--- src/rtl/mem_port_arbiter_pkg.sv ---
// ============================================================================
// Module      : mem_port_arbiter_pkg
// Description : Shared types and helpers for the unified I/D memory port
//               arbiter (state/owner encodings, memory request bundle).
// Revision    : 1.0 - initial release
// ============================================================================
`default_nettype none

package mem_port_arbiter_pkg;

    // Sequencer state: IDLE = no access in flight, WAIT = access in flight.
    typedef enum logic {
        IDLE = 1'b0,
        WAIT = 1'b1
    } Arb_State_Case;

    // Which requester owns the access currently in flight.
    typedef enum logic {
        OWNER_IF = 1'b0,
        OWNER_DM = 1'b1
    } Arb_Owner_Case;

    // Everything the memory macro needs for one access besides the strobe.
    typedef struct packed {
        logic        we;
        logic [31:0] addr;
        logic [31:0] wdata;
        logic [3:0]  be;
    } Mem_Req_Bundle;

    localparam logic [3:0] c_BE_FULL = 4'hF;

    // Fetches are always full-word reads with no write data.
    function automatic Mem_Req_Bundle f_if_bundle(input logic [31:0] addr);
        Mem_Req_Bundle b;
        b.we    = 1'b0;
        b.addr  = addr;
        b.wdata = 32'h0;
        b.be    = c_BE_FULL;
        return b;
    endfunction

endpackage

`default_nettype wire

--- src/rtl/mem_port_arbiter_timer.sv ---
// ============================================================================
// Module      : arb_latency_timer
// Description : Tracks the single outstanding memory access. A start pulse
//               loads MEM_LAT-1 and the count runs down to the response
//               cycle, where done is raised. A start in the done cycle
//               reloads immediately (back-to-back issue).
// Revision    : 1.0 - initial release
// ============================================================================
`default_nettype none

module arb_latency_timer
    import mem_port_arbiter_pkg::*;
#(
    parameter int MEM_LAT = 2
) (
    input  logic clk,
    input  logic rst,
    input  logic i_start,
    output logic o_busy,
    output logic o_done
);

    localparam logic [3:0] c_LOAD = 4'(MEM_LAT - 1);

    Arb_State_Case r_state;
    logic [3:0]    r_lat_cnt;

    // Sequencer: load on issue, count down while waiting, return to IDLE
    // after the response cycle unless a new access is issued in it.
    always_ff @(posedge clk) begin
        if (rst) begin
            r_state   <= IDLE;
            r_lat_cnt <= 4'd0;
        end else if (i_start) begin
            r_state   <= WAIT;
            r_lat_cnt <= c_LOAD;
        end else if (r_state == WAIT) begin
            if (r_lat_cnt == 4'd0) begin
                r_state <= IDLE;
            end else begin
                r_lat_cnt <= r_lat_cnt - 4'd1;
            end
        end
    end

    assign o_busy = (r_state == WAIT);
    assign o_done = (r_state == WAIT) && (r_lat_cnt == 4'd0);

endmodule

`default_nettype wire

--- src/rtl/mem_port_arbiter.sv ---
// ============================================================================
// Module      : mem_port_arbiter
// Description : Arbitrates a single-ported unified memory between the fetch
//               stage (IF, read-only) and the memory stage (DM, load/store).
//               One fixed-latency access outstanding at a time; DM has
//               priority unless IF has been starved for STARVE_MAX grants.
//               Optional macro ARB_PERF_CNT_EN enables grant/stall counters;
//               without it the perf ports are tied to zero.
// Revision    : 1.0 - initial release
// ============================================================================
`default_nettype none

module mem_port_arbiter
    import mem_port_arbiter_pkg::*;
#(
    parameter int MEM_LAT    = 2,
    parameter int STARVE_MAX = 4
) (
    input  logic        clk,
    input  logic        reset,
    input  logic        if_req,
    input  logic [31:0] if_addr,
    output logic        if_gnt,
    output logic        if_rvalid,
    output logic [31:0] if_rdata,
    input  logic        dm_req,
    input  logic        dm_we,
    input  logic [31:0] dm_addr,
    input  logic [31:0] dm_wdata,
    input  logic [3:0]  dm_be,
    output logic        dm_gnt,
    output logic        dm_rvalid,
    output logic [31:0] dm_rdata,
    output logic        mem_req,
    output logic        mem_we,
    output logic [31:0] mem_addr,
    output logic [31:0] mem_wdata,
    output logic [3:0]  mem_be,
    input  logic [31:0] mem_rdata,
    output logic        stall_if,
    output logic        stall_dm,
    output logic [31:0] perf_if_grants,
    output logic [31:0] perf_dm_grants,
    output logic [31:0] perf_stall_cycles
);

    // Starvation counter must be able to hold STARVE_MAX; never below 3 bits.
    localparam int c_SW = ($clog2(STARVE_MAX + 1) > 3) ? $clog2(STARVE_MAX + 1) : 3;
    localparam logic [c_SW-1:0] c_STARVE_MAX = c_SW'(STARVE_MAX);

    logic            w_busy;
    logic            w_done;
    logic            w_free;
    logic            w_arb_en;
    logic            w_if_starved;
    logic            w_dm_win;
    logic            w_if_win;
    logic            w_resp;
    Mem_Req_Bundle   w_mem;

    Arb_Owner_Case   r_owner;
    logic            r_store;
    logic [c_SW-1:0] r_starve_cnt;

    arb_latency_timer #(
        .MEM_LAT (MEM_LAT)
    ) u_timer (
        .clk     (clk),
        .rst     (reset),
        .i_start (w_dm_win | w_if_win),
        .o_busy  (w_busy),
        .o_done  (w_done)
    );

    // Arbitration is only open when no access is in flight or the in-flight
    // one is in its response cycle; everything is suppressed during reset.
    assign w_free       = ~w_busy | w_done;
    assign w_arb_en     = w_free & ~reset;
    assign w_if_starved = if_req & (r_starve_cnt >= c_STARVE_MAX);
    assign w_dm_win     = w_arb_en & dm_req & ~w_if_starved;
    assign w_if_win     = w_arb_en & if_req & ~w_dm_win;

    assign if_gnt   = w_if_win;
    assign dm_gnt   = w_dm_win;
    assign stall_if = if_req & ~w_if_win & ~reset;
    assign stall_dm = dm_req & ~w_dm_win & ~reset;

    // Memory request mux: winner's fields in the grant cycle, zero otherwise.
    always_comb begin
        w_mem = '0;
        if (w_dm_win) begin
            w_mem.we    = dm_we;
            w_mem.addr  = dm_addr;
            w_mem.wdata = dm_wdata;
            w_mem.be    = dm_be;
        end else if (w_if_win) begin
            w_mem = f_if_bundle(if_addr);
        end
    end

    assign mem_req   = w_dm_win | w_if_win;
    assign mem_we    = w_mem.we;
    assign mem_addr  = w_mem.addr;
    assign mem_wdata = w_mem.wdata;
    assign mem_be    = w_mem.be;

    // Remember who owns the in-flight access and whether it is a store.
    always_ff @(posedge clk) begin
        if (reset) begin
            r_owner <= OWNER_IF;
            r_store <= 1'b0;
        end else if (w_dm_win) begin
            r_owner <= OWNER_DM;
            r_store <= dm_we;
        end else if (w_if_win) begin
            r_owner <= OWNER_IF;
            r_store <= 1'b0;
        end
    end

    // Count DM grants that passed over a waiting fetch; any IF grant clears.
    always_ff @(posedge clk) begin
        if (reset) begin
            r_starve_cnt <= '0;
        end else if (w_if_win) begin
            r_starve_cnt <= '0;
        end else if (w_dm_win && if_req && (r_starve_cnt < c_STARVE_MAX)) begin
            r_starve_cnt <= r_starve_cnt + 1'b1;
        end
    end

    // Response routing: data only reaches the owner, and only in its cycle.
    assign w_resp    = w_done & ~reset;
    assign if_rvalid = w_resp & (r_owner == OWNER_IF);
    assign dm_rvalid = w_resp & (r_owner == OWNER_DM);
    assign if_rdata  = if_rvalid ? mem_rdata : 32'h0;
    assign dm_rdata  = (dm_rvalid && !r_store) ? mem_rdata : 32'h0;

`ifdef ARB_PERF_CNT_EN
    logic [31:0] r_perf_if;
    logic [31:0] r_perf_dm;
    logic [31:0] r_perf_stall;

    // Free-running wrap-around grant and stall-cycle counters.
    always_ff @(posedge clk) begin
        if (reset) begin
            r_perf_if    <= 32'h0;
            r_perf_dm    <= 32'h0;
            r_perf_stall <= 32'h0;
        end else begin
            if (w_if_win)             r_perf_if    <= r_perf_if + 32'd1;
            if (w_dm_win)             r_perf_dm    <= r_perf_dm + 32'd1;
            if (stall_if || stall_dm) r_perf_stall <= r_perf_stall + 32'd1;
        end
    end

    assign perf_if_grants    = reset ? 32'h0 : r_perf_if;
    assign perf_dm_grants    = reset ? 32'h0 : r_perf_dm;
    assign perf_stall_cycles = reset ? 32'h0 : r_perf_stall;
`else
    assign perf_if_grants    = 32'h0;
    assign perf_dm_grants    = 32'h0;
    assign perf_stall_cycles = 32'h0;
`endif

endmodule

`default_nettype wire

--- config.mk ---
export PLATFORM = sky130hd
export DESIGN_NAME = mem_port_arbiter
export DESIGN_NICKNAME = d
export VERILOG_FILES = /design/src/rtl/mem_port_arbiter_pkg.sv /design/src/rtl/mem_port_arbiter_timer.sv /design/src/rtl/mem_port_arbiter.sv
export SDC_FILE = /design/constraint.sdc
export NUM_CORES = 1
export LEC_CHECK = 0
export CAP_MARGIN = 25
export CORE_AREA = 3 3 144 146
export DETAILED_ROUTE_END_ITERATION = 8
export DIE_AREA = 0 0 147 149
export PLACE_DENSITY_LB_ADDON = 0.15
export SYNTH_ARGS = -nofsm -noshare
export SYNTH_HDL_FRONTEND = slang
export SYNTH_HIERARCHICAL = 1
export SYNTH_SLANG_ARGS = --single-unit
export TNS_END_PERCENT = 20
--- constraint.sdc ---
create_clock -name clk -period 2.9 [get_ports clk]
set_input_delay 0.58 -clock clk [delete_from_list [all_inputs] [get_ports clk]]
set_output_delay 0.58 -clock clk [all_outputs]
set_load 0.02 [all_outputs]
Word-level counts from Yosys, hierarchy flattened
Index checks and enable logic that the tools add are counted.
Word-level totals
  RAM bits: 0
  bits in latches: 0
  memory bits (read-only): 0
  bits of input ports: 137
  memories: 0
  logic and storage cells: 58
  bits in registers: 10
Operators by class
  bitwise logic cells: 22
  multiplexer cells: 13
  div/mod/pow operators: 0
  shift operators: 0
  $mul: 0
  add/subtract/negate cells: 2
  eq/ne operators: 1
  order comparisons: 2
  reduce and logical (&&, ||, !) cells: 12
Operators with widths (number)
  69-bit two-way mux: 1
  68-bit two-way mux: 1
  32-bit two-way mux: 2
  1-bit AND: 13
  1-bit two-way mux: 9
  1-bit inverter: 7
  1-bit logical AND: 4
  4-bit logical NOT: 1
  2-bit AND reduction: 2
  2-bit nonzero test: 2
  2-bit OR reduction: 2
  4-bit by 1-bit subtractor with 4-bit output, second input constant: 1
  3-bit by 1-bit adder with 3-bit output, second input constant: 1
  3-bit greater-or-equal comparator, second input constant: 1
  3-bit less-than comparator, second input constant: 1
  2-bit != test, second input constant: 1
  1-bit bitwise OR: 2
  1-bit logical NOT: 1

Longest topological paths before layout
Gate-level depths: netlist of the first run.
  word-level depth: 11
  gate-level depth with buffers: 11
  mapped depth without buffers: 10

Hierarchy
The synthesis of the first run kept the hierarchy.
Modules (own cells, without submodules)
  mem_port_arbiter: area each 2055.7 µm², cells an instance 282, times used 1
  arb_latency_timer: area each 266.5 µm², cells an instance 29, times used 1

Least setup slack after synthesis of the first run
No wires, ideal clock.
  path kind: flip-flop to output port
  start point: register u_timer.r_lat_cnt[0]
  end point: output dm_rdata[10]
  stages on the path, launching flop included: 9
  setup slack: 506 ps
  data arrival time: 1814 ps
  required time: 2320 ps
  path through: dfxtp_1 -> inv_1 -> ha_1 -> nand2_1 -> nor3_1 -> and3b_1 -> and2b_1 -> clkbuf_1 -> and2_1
On the way
  longest elaborated chain between the ends: 6
Ends and longest elaborated chain
  start: declaration: line mem_port_arbiter_timer.sv:26  | logic [3:0] r_lat_cnt;
  start signal: assignment: line mem_port_arbiter_timer.sv:36  | r_lat_cnt <= c_LOAD;
  start signal: assignment: line mem_port_arbiter_timer.sv:41  | r_lat_cnt <= r_lat_cnt - 4'd1;
  4-bit logical NOT: line mem_port_arbiter_timer.sv:47  | assign o_done = (r_state == WAIT) && (r_lat_cnt == 4'd0);
  1-bit logical AND: line mem_port_arbiter_timer.sv:47
  named net w_done: line mem_port_arbiter.sv:52  | logic w_done;
  1-bit AND: line mem_port_arbiter.sv:133  | assign w_resp = w_done & ~reset;
  1-bit AND: line mem_port_arbiter.sv:135  | assign dm_rvalid = w_resp & (r_owner == OWNER_DM);
  named net dm_rvalid: line mem_port_arbiter.sv:32  | output logic dm_rvalid,
  1-bit logical AND: line mem_port_arbiter.sv:137  | assign dm_rdata = (dm_rvalid && !r_store) ? mem_rdata : 32'h0;
  32-bit two-way mux: line mem_port_arbiter.sv:137
  end: declaration: line mem_port_arbiter.sv:33  | output logic [31:0] dm_rdata,
The timed path passes the listed nets, and every way through them passes these cells.

Worst setup path after layout of the first run
  start point: input reset
  end point: output mem_addr[15]
On the way
  longest elaborated chain between the ends: 8
Ends and longest elaborated chain
  start: declaration: line mem_port_arbiter.sv:20  | input logic reset,
  1-bit inverter (*): line mem_port_arbiter.sv:78  | assign w_arb_en = w_free & ~reset;
  1-bit AND (*): line mem_port_arbiter.sv:78
  1-bit AND (2 in series): line mem_port_arbiter.sv:80  | assign w_dm_win = w_arb_en & dm_req & ~w_if_starved;
  1-bit inverter: line mem_port_arbiter.sv:81  | assign w_if_win = w_arb_en & if_req & ~w_dm_win;
  1-bit AND: line mem_port_arbiter.sv:81
  68-bit two-way mux: line mem_port_arbiter.sv:96  | end else if (w_if_win) begin
  69-bit two-way mux (*): line mem_port_arbiter.sv:91  | if (w_dm_win) begin
  end: declaration: line mem_port_arbiter.sv:36  | output logic [31:0] mem_addr,
Mark *: on every way between the ends. The rest lies on a longest branch, timed or not.

==> summary.md, run 1 <==
| Metric | Value |
|---|---|
| Net Sw Frac | `0.390` |
| Asr flop ratio synth | `0` |
| First-pass GRT wire length | `15.8 mm` |
| Register-to-Register Path Depth | `14` |
| Yosys cell types | `40` |
| Fmax | `0.356 GHz` |
| Sw power | `454 µW` |
| Sink Count | `10` |
| Yosys reg bits | `10` |
| Max Root-Sink Buffers | `2` |
| Filler cell count in the final layout | `2172` |
| Avg Inst Size Synth | `7.47 µm²` |
| Final hold viol count | `0` |
| WL per Instance | `13.2 µm` |
| Post-synth EDFFs | `0` |
| Min-delay worst type | `reg -> reg` |
| H-tree depth | `1` |
| Clock network power share | `0.232` |
| Initial antenna violation count | `0` |
| Endpoint class of the critical path | `output pin` |
| RSZ-0062 raised after global routing | `true` |
| Number of CTS-inserted buffers | `3` |
| Post-synthesis xor/xnor area fraction | `0` |
| # diodes | `0` |
| Post-Syn Area | `0.00232 mm²` |
| Detailed placer's ending HPWL | `9.61 mm` |
| Initial DRC count | `48` |
| Mapped Cells | `311` |
| Worst Setup Start Kind | `input pin` |
| Via count | `2938` |
| Critical path fanouts, max | `19` |
| Area share of and/or/nand/nor cells after synthesis | `0.335` |
| Remaining antenna violation count after routing | `0` |
| GRT overflow | `0` |
| Total GRT Usage | `0.0895` |
| Critical path type | `in -> out` |
| Post-route clock period utilization | `0.968` |
| Die Y | `149 µm` |
| Post-CTS Hold Buffers | `0` |
| Largest net degree at the start of global routing | `37` |
| Combinational family with the most area after synthesis | `buffers and inverters` |
| Adder-cell share of the synthesized area | `0.0108` |
| Setup Skew | `0.00343 ns` |
| I/O pins | `373` |
| Sequential area share after synthesis | `0.0862` |
| Top_reg_cell synth | `dfxtp_1` |
| Chip width | `147 µm` |
| Worst Path Required | `2.32 ns` |
| Critical Path AT | `2.23 ns` |
| Total of max-cap violations | `0` |
| Die area | `0.0219 mm²` |
| Worst-Skew Late Latency | `0.24 ns` |
| Post-synthesis mux area share | `0.00431` |
| Synth Area in Compound Gates | `0.189` |
| Internal power | `709 µW` |
| Vias per Instance | `3.37` |
| DRT Pass-1 Iters | `4` |
| CTS tree | `done` |
| Clock root buffer | `clkbuf_16` |
| Status | `completed` |
| Core area | `0.0195 mm²` |
| Leakage | `2.48 nW` |
| Post-route DRC violation count | `0` |
| Rows | `51` |
| GPL Wtd Cong | `0.788` |
| Hold Path Stages | `2` |
| Max VDD drop | `0.136 mV` |
| Port Buffer Count | `276` |
| Final Core Density | `0.261` |
| Detailed Route WL | `11.5 mm` |
| Fin crit period | `2.81 ns` |
| Final Setup Violations | `0` |
| Nets | `747` |
| Combinational share of power | `0.638` |
| Starting density of the core | `0.119` |
| Fin. max-slew vios | `0` |
| Vias in the first global route | `2928` |
| Sequential cell fraction of total power | `0.130` |
| Area Overhead vs Synth | `119%` |
| Fraction of layout cells with a size suffix above 1 | `0.232` |
| WHS | `0.474 ns` |
| CTS clock-pin slew for the worst setup and hold paths | `0.04 ns` |
| Power per standard cell area | `228 mW/mm²` |
| Yosys warns | `6` |
[worst max-delay path, cell delays in order]
cell and delay, ns:
clkdlybuf4s50_1 0.44, buf_4 0.16, nand2b_1 0.19, nor3_4 0.26
buf_6 0.15, buf_16 0.15, a22o_1 0.13, clkbuf_4 0.17
[cell type report]
type	instances	area, µm²	share of cell area
clock buffers	4	88.8	0.0174
flip-flops and latches	10	200	0.0393
well taps	265	332	0.0651
inverters	8	30.0	0.00590
repair buffers	311	2790	0.548
multi-input cells	274	1650	0.324
[through the flow]
step | worst slack (ns) | std cells | TNS (ns) | power [mW] | cell area [µm²]
after global routing | -0.0471 | 872 | -0.451 | 1.23 | 5090
after CTS | -0.0251 | 868 | -0.0251 | 1.17 | 5220
after global placement | -0.377 | 858 | -38.14 | 0.925 | 5180
final | 0.0917 | 872 | 0 | 1.16 | 5090
after floorplan | 0.506 | 406 | 0 | 0.610 | 2680
after detailed placement | -0.357 | 858 | -35.63 | 0.921 | 5180
[registers in the layout, indices dropped and copies added (netlist names)]
signal / count
r_starve_cnt: 3
r_owner: 1
u_timer/o_busy: 1
u_timer/r_lat_cnt: 4
r_store: 1
[path summary, 6_finish.rpt]
| check | startpoint | endpoint | slack (ns) |
|---|---|---|---|
| max | reset | mem_addr[15] | 0.09 |
| min | r_starve_cnt[1]$_SDFFE_PP0P_ | r_starve_cnt[1]$_SDFFE_PP0P_ | 0.47 |
| max reg2reg | u_timer/r_lat_cnt[0]$_SDFFE_PP0P_ | u_timer/r_lat_cnt[3]$_SDFFE_PP0P_ | 0.60 |
| min reg2reg | r_starve_cnt[1]$_SDFFE_PP0P_ | r_starve_cnt[1]$_SDFFE_PP0P_ | 0.47 |
[synth_stat cells (2+ instances only)]
library cell | n | area [µm²]
nor2b_1 | 2 | 12.5
ha_1 | 2 | 25.0
dfxtp_1 | 10 | 200
clkbuf_1 | 5 | 18.8
inv_1 | 8 | 30.0
buf_4 | 102 | 766
a21oi_1 | 2 | 10.0
nand2_1 | 4 | 15.0
a22o_1 | 32 | 280
and2_1 | 97 | 607
a211oi_1 | 2 | 15.0
nor3_1 | 4 | 20.0
a21o_1 | 4 | 30.0
buf_6 | 3 | 33.8
nand2b_1 | 3 | 18.8
buf_2 | 4 | 20.0
nor2_1 | 4 | 15.0
[power groups by stage]
stage | sequential [mW] | combinational [mW] | clock (mW)
2_1_floorplan | 0.154 | 0.456 | 0
3_3_place_gp | 0.153 | 0.772 | 0
3_5_place_dp | 0.154 | 0.768 | 0
4_1_cts | 0.151 | 0.745 | 0.278
5_1_grt | 0.152 | 0.795 | 0.282
6_report | 0.151 | 0.742 | 0.270
[per-layer routing]
layer | share of wire | routed length [µm] | vias up | global-route usage
li1 | - | - | 1425 | -
met1 | 0.31 | 3600 | 1281 | 0.0787
met2 | 0.57 | 6530 | 223 | 0.198
met5 | 0 | 0 | - | 0
met3 | 0.11 | 1260 | 9 | 0.0252
met4 | 0.011 | 127 | 0 | 0.0144
[logic make-up (layout without fill, tap and decap cells)]
group	count (synthesis)	after routing
muxes	1	1
DFF	10	10
and+or+nand+nor	124	124
buffers and inverters	122	323
adders and majority gates	2	2
other	1	96
AOI/OAI and AO/OA	51	51
[cells in the final DEF (no fill, tap or decap), types with 8 or more instances in the layout]
| master | n |
|---|---|
| buf_4 | 36 |
| buf_2 | 19 |
| a22o_1 | 32 |
| clkbuf_2 | 44 |
| dlygate4sd2_1 | 19 |
| inv_1 | 8 |
| conb_1 | 96 |
| clkdlybuf4s15_2 | 15 |
| clkdlybuf4s15_1 | 31 |
| dfxtp_1 | 10 |
| and2_1 | 97 |
| clkdlybuf4s50_1 | 137 |
[timing repair]
| item | CTS | global route |
|---|---|---|
| resized for setup | 268 | 110 |
| gates cloned | 2 | 1 |
| pin swaps | 2 | 2 |
| setup endpoints to repair | 135 | 134 |
| buffers inserted | 4 | 3 |
Power figures use the tool's default switching activity.
==> inputs of run 2 (changes only) <==
--- a/config.mk
+++ b/config.mk
@@ -6,9 +6,11 @@
 export NUM_CORES = 1
 export LEC_CHECK = 0
 export CAP_MARGIN = 25
-export CORE_AREA = 3 3 144 146
+export CELL_PAD_IN_SITES_DETAIL_PLACEMENT = 0
+export CELL_PAD_IN_SITES_GLOBAL_PLACEMENT = 1
+export CORE_AREA = 3 3 142 144
 export DETAILED_ROUTE_END_ITERATION = 8
-export DIE_AREA = 0 0 147 149
+export DIE_AREA = 0 0 145 147
 export PLACE_DENSITY_LB_ADDON = 0.15
 export SYNTH_ARGS = -nofsm -noshare
 export SYNTH_HDL_FRONTEND = slang
==> summary.md, run 2 (synthesis results as in run 1) <==
| Metric | Value |
|---|---|
| Met2 routed WL | `6.09 mm (-6.8%)` |
| Sink Count | `10 (unchanged)` |
| Initial DRC count | `53 (+10%)` |
| Final instance area | `0.00496 mm² (-2.7%)` |
| Worst Path Buf+Inv | `4 (-1)` |
| WL per Instance | `13.1 µm (-0.62%)` |
| Met1 Wirelength | `3.92 mm (+8.9%)` |
| Critical path fanouts, max | `19 (unchanged)` |
| Worst R2R End | `u_timer/r_lat_cnt[3]$_SDFFE_PP0P_` |
| Status | `completed` |
| Max Root-Sink Buffers | `2 (unchanged)` |
| Register-to-Register Path Depth | `11 (-3)` |
| Total GRT Usage | `0.0948 (+0.00535)` |
| Cell count after placement | `851 (-0.82%)` |
| Metal3 WL | `1.24 mm (-2.0%)` |
| Remaining antenna violation count after routing | `0 (unchanged)` |
| CP top delay family | `buffers and inverters` |
| Vias per Instance | `3.36 (-0.37%)` |
| WHS | `0.463 ns (-0.0112 ns)` |
| Worst Setup Start Kind | `flip-flop` |
| Hold path startpoint | `r_starve_cnt[1]$_SDFFE_PP0P_` |
| Non-filler cells, final | `858 (-1.6%)` |
| Area of placed instances | `0.00519 mm² (+0.12%)` |
| Crit path depth | `10 (+2)` |
| Vias in the first global route | `2891 (-1.3%)` |
| Core area | `0.0188 mm² (-3.6%)` |
| Worst-Skew Late Latency | `0.23 ns (about the same)` |
| DRT Pass-1 Iters | `4 (unchanged)` |
| Worst Path Required | `2.32 ns (about the same)` |
| Final Core Density | `0.263 (+0.00233)` |
| Fin crit period | `2.84 ns (+0.0301 ns)` |
| Critical path type | `reg -> out` |
| Largest net degree at the start of global routing | `39 (+5.4%)` |
| Setup Skew | `0.00373 ns (+0.000303 ns)` |
| Critical Path AT | `2.26 ns (+0.03 ns)` |
| I/O pins | `373 (unchanged)` |
| Final Worst Setup Slack | `0.0616 ns (-0.0301 ns)` |
| Starting density of the core | `0.123 (+0.00439)` |
| Post-place setup slack | `-0.355 ns (+0.00213 ns)` |
| Initial antenna violation count | `1 (+1)` |
| Leakage | `2.51 nW (+0.90%)` |
| Top reg by flops | `u_timer/r_lat_cnt` |
| Top Metal Used | `met4` |
| Most frequent cells in the layout | `clkdlybuf4s50_1 (136), and2_1 (97), conb_1 (96)` |
| CTS tree | `done` |
| Detailed Route WL | `11.3 mm (-2.2%)` |
| Tot Pwr | `1.14 mW (-1.7%)` |
| Endpoint class of the critical path | `output pin` |
| Max stage delay on crit path | `0.30 ns (-0.14 ns)` |
| Clock root buffer | `clkbuf_16` |
| Nets | `737 (-1.3%)` |
| Reg-to-reg startpoint | `u_timer/r_lat_cnt[0]$_SDFFE_PP0P_` |
| Post-route clock period utilization | `0.979 (+0.0104)` |
| Rows | `50 (-2.0%)` |
| Number of CTS-inserted buffers | `3 (unchanged)` |
| H-tree depth | `1 (unchanged)` |
| Hold Path Stages | `2 (unchanged)` |
| Critical-path cell list | `inv_1 > ha_1 > nand2_1 > nor3_4 > nor2b_4 > a211oi_4 > buf_6 > bufbuf_16 > a22o_1 > clkdlybuf4s15_2` |
| Top Registers | `u_timer/r_lat_cnt x4, r_starve_cnt x3` |
| Final hold viol count | `0 (unchanged)` |
| CTS clock-pin slew for the worst setup and hold paths | `0.04 ns (about the same)` |
| Min-delay worst type | `reg -> reg` |
| Detailed placer's ending HPWL | `9.84 mm (+2.4%)` |
| Fmax | `0.352 GHz (-1.1%)` |
| Area Overhead vs Synth | `113%` |
| Post-CTS Hold Buffers | `0 (unchanged)` |
| Die Y | `147 µm (-1.3%)` |
| Max VDD drop | `0.123 mV (-9.7%)` |
| Slowest cell on crit path | `dfxtp_1` |
| First-pass GRT wire length | `16.7 mm (+5.6%)` |
| Setup TNS | `0 ns (unchanged)` |
| Post-route DRC violation count | `0 (unchanged)` |
| Power per standard cell area | `231 mW/mm² (+1.0%)` |
| Most common cell after layout, fill and taps aside | `clkdlybuf4s50_1` |
| Chip width | `145 µm (-1.4%)` |
| Final Setup Violations | `0 (unchanged)` |
| Hold EP | `r_starve_cnt[1]$_SDFFE_PP0P_` |
| Max FFs per register | `4 (unchanged)` |
| RSZ-0062 raised after global routing | `true` |
| Die area | `0.0213 mm² (-2.7%)` |
| GPL Wtd Cong | `0.811 (+2.9%)` |
| R2r setup slk | `0.39 ns (-0.21 ns)` |
| Fin. max-slew vios | `0 (unchanged)` |
| Port Buffer Count | `276 (unchanged)` |
| GRT overflow | `0 (unchanged)` |
| Fraction of layout cells with a size suffix above 1 | `0.196 (-0.0363)` |
| Via count | `2880 (-2.0%)` |
| Total of max-cap violations | `0 (unchanged)` |
==> run 2: cell count changes in the layout (fill, tap and decap cells not counted), moves of 2 or more <==
cell             change
clkbuf_2            +25
dlygate4sd2_1       +20
buf_2               -18
buf_4               -16
clkdlybuf4s15_2     -14
clkdlybuf4s15_1      -5
buf_12               +2
buf_16               -2
==> run 2: metal layers <==
metal	vias to the layer above	track usage
met5	-	0
met4	0	0.0133
met3	2	0.0305
met2	216	0.194
met1	1257	0.0946
li1	1405	-
==> run 2: worst max path at each step <==
stage	start	end	slack [ns]
floorplan	u_timer/r_lat_cnt[0]$_SDFFE_PP0P_	dm_rdata[10]	0.51
finish	u_timer/r_lat_cnt[0]$_SDFFE_PP0P_	mem_addr[5]	0.06
global placement	reset	mem_req	-0.39
CTS	u_timer/r_lat_cnt[0]$_SDFFE_PP0P_	mem_wdata[0]	0.001
detailed placement	reset	mem_wdata[14]	-0.36
global route	u_timer/r_lat_cnt[0]$_SDFFE_PP0P_	mem_addr[5]	-0.05
==> run 2: repair_timing <==
action                                  4_1_cts  5_1_grt
endpoints found under the setup margin      136       98
gates resized for setup                     160      153
endpoints found under the hold margin         0        0
pin swaps                                     1        0
setup buffers                                 1        0
cloned                                        1        0
==> run 2: final cells by class <==
type                            instances  area (µm²)
Multi-Input combinational cell        274        1660
Tap cell                              260         325
Clock buffer                            4        88.8
Antenna cell                            1        2.50
Fill cell                            2096       13900
Timing Repair Buffer                  301        2650
Inverter                                8        30.0
Sequential cell                        10         200
==> run 2: power breakdown <==
group          switching, mW  internal, mW
sequential           0.00493         0.146
clock                 0.0638         0.207
combinational          0.384         0.337
total                  0.453         0.691
==> run 2: worst register-to-register path, cell delays in order, from the launching register on <==
cell       delay [ns]
dfxtp_1          0.32
inv_1            0.06
ha_1             0.20
nand2_1          0.14
nor3_4           0.06
nor2b_4          0.21
a211oi_4         0.07
buf_6            0.14
bufbuf_16        0.28
or2_2            0.33
buf_4            0.17
o41ai_1          0.39
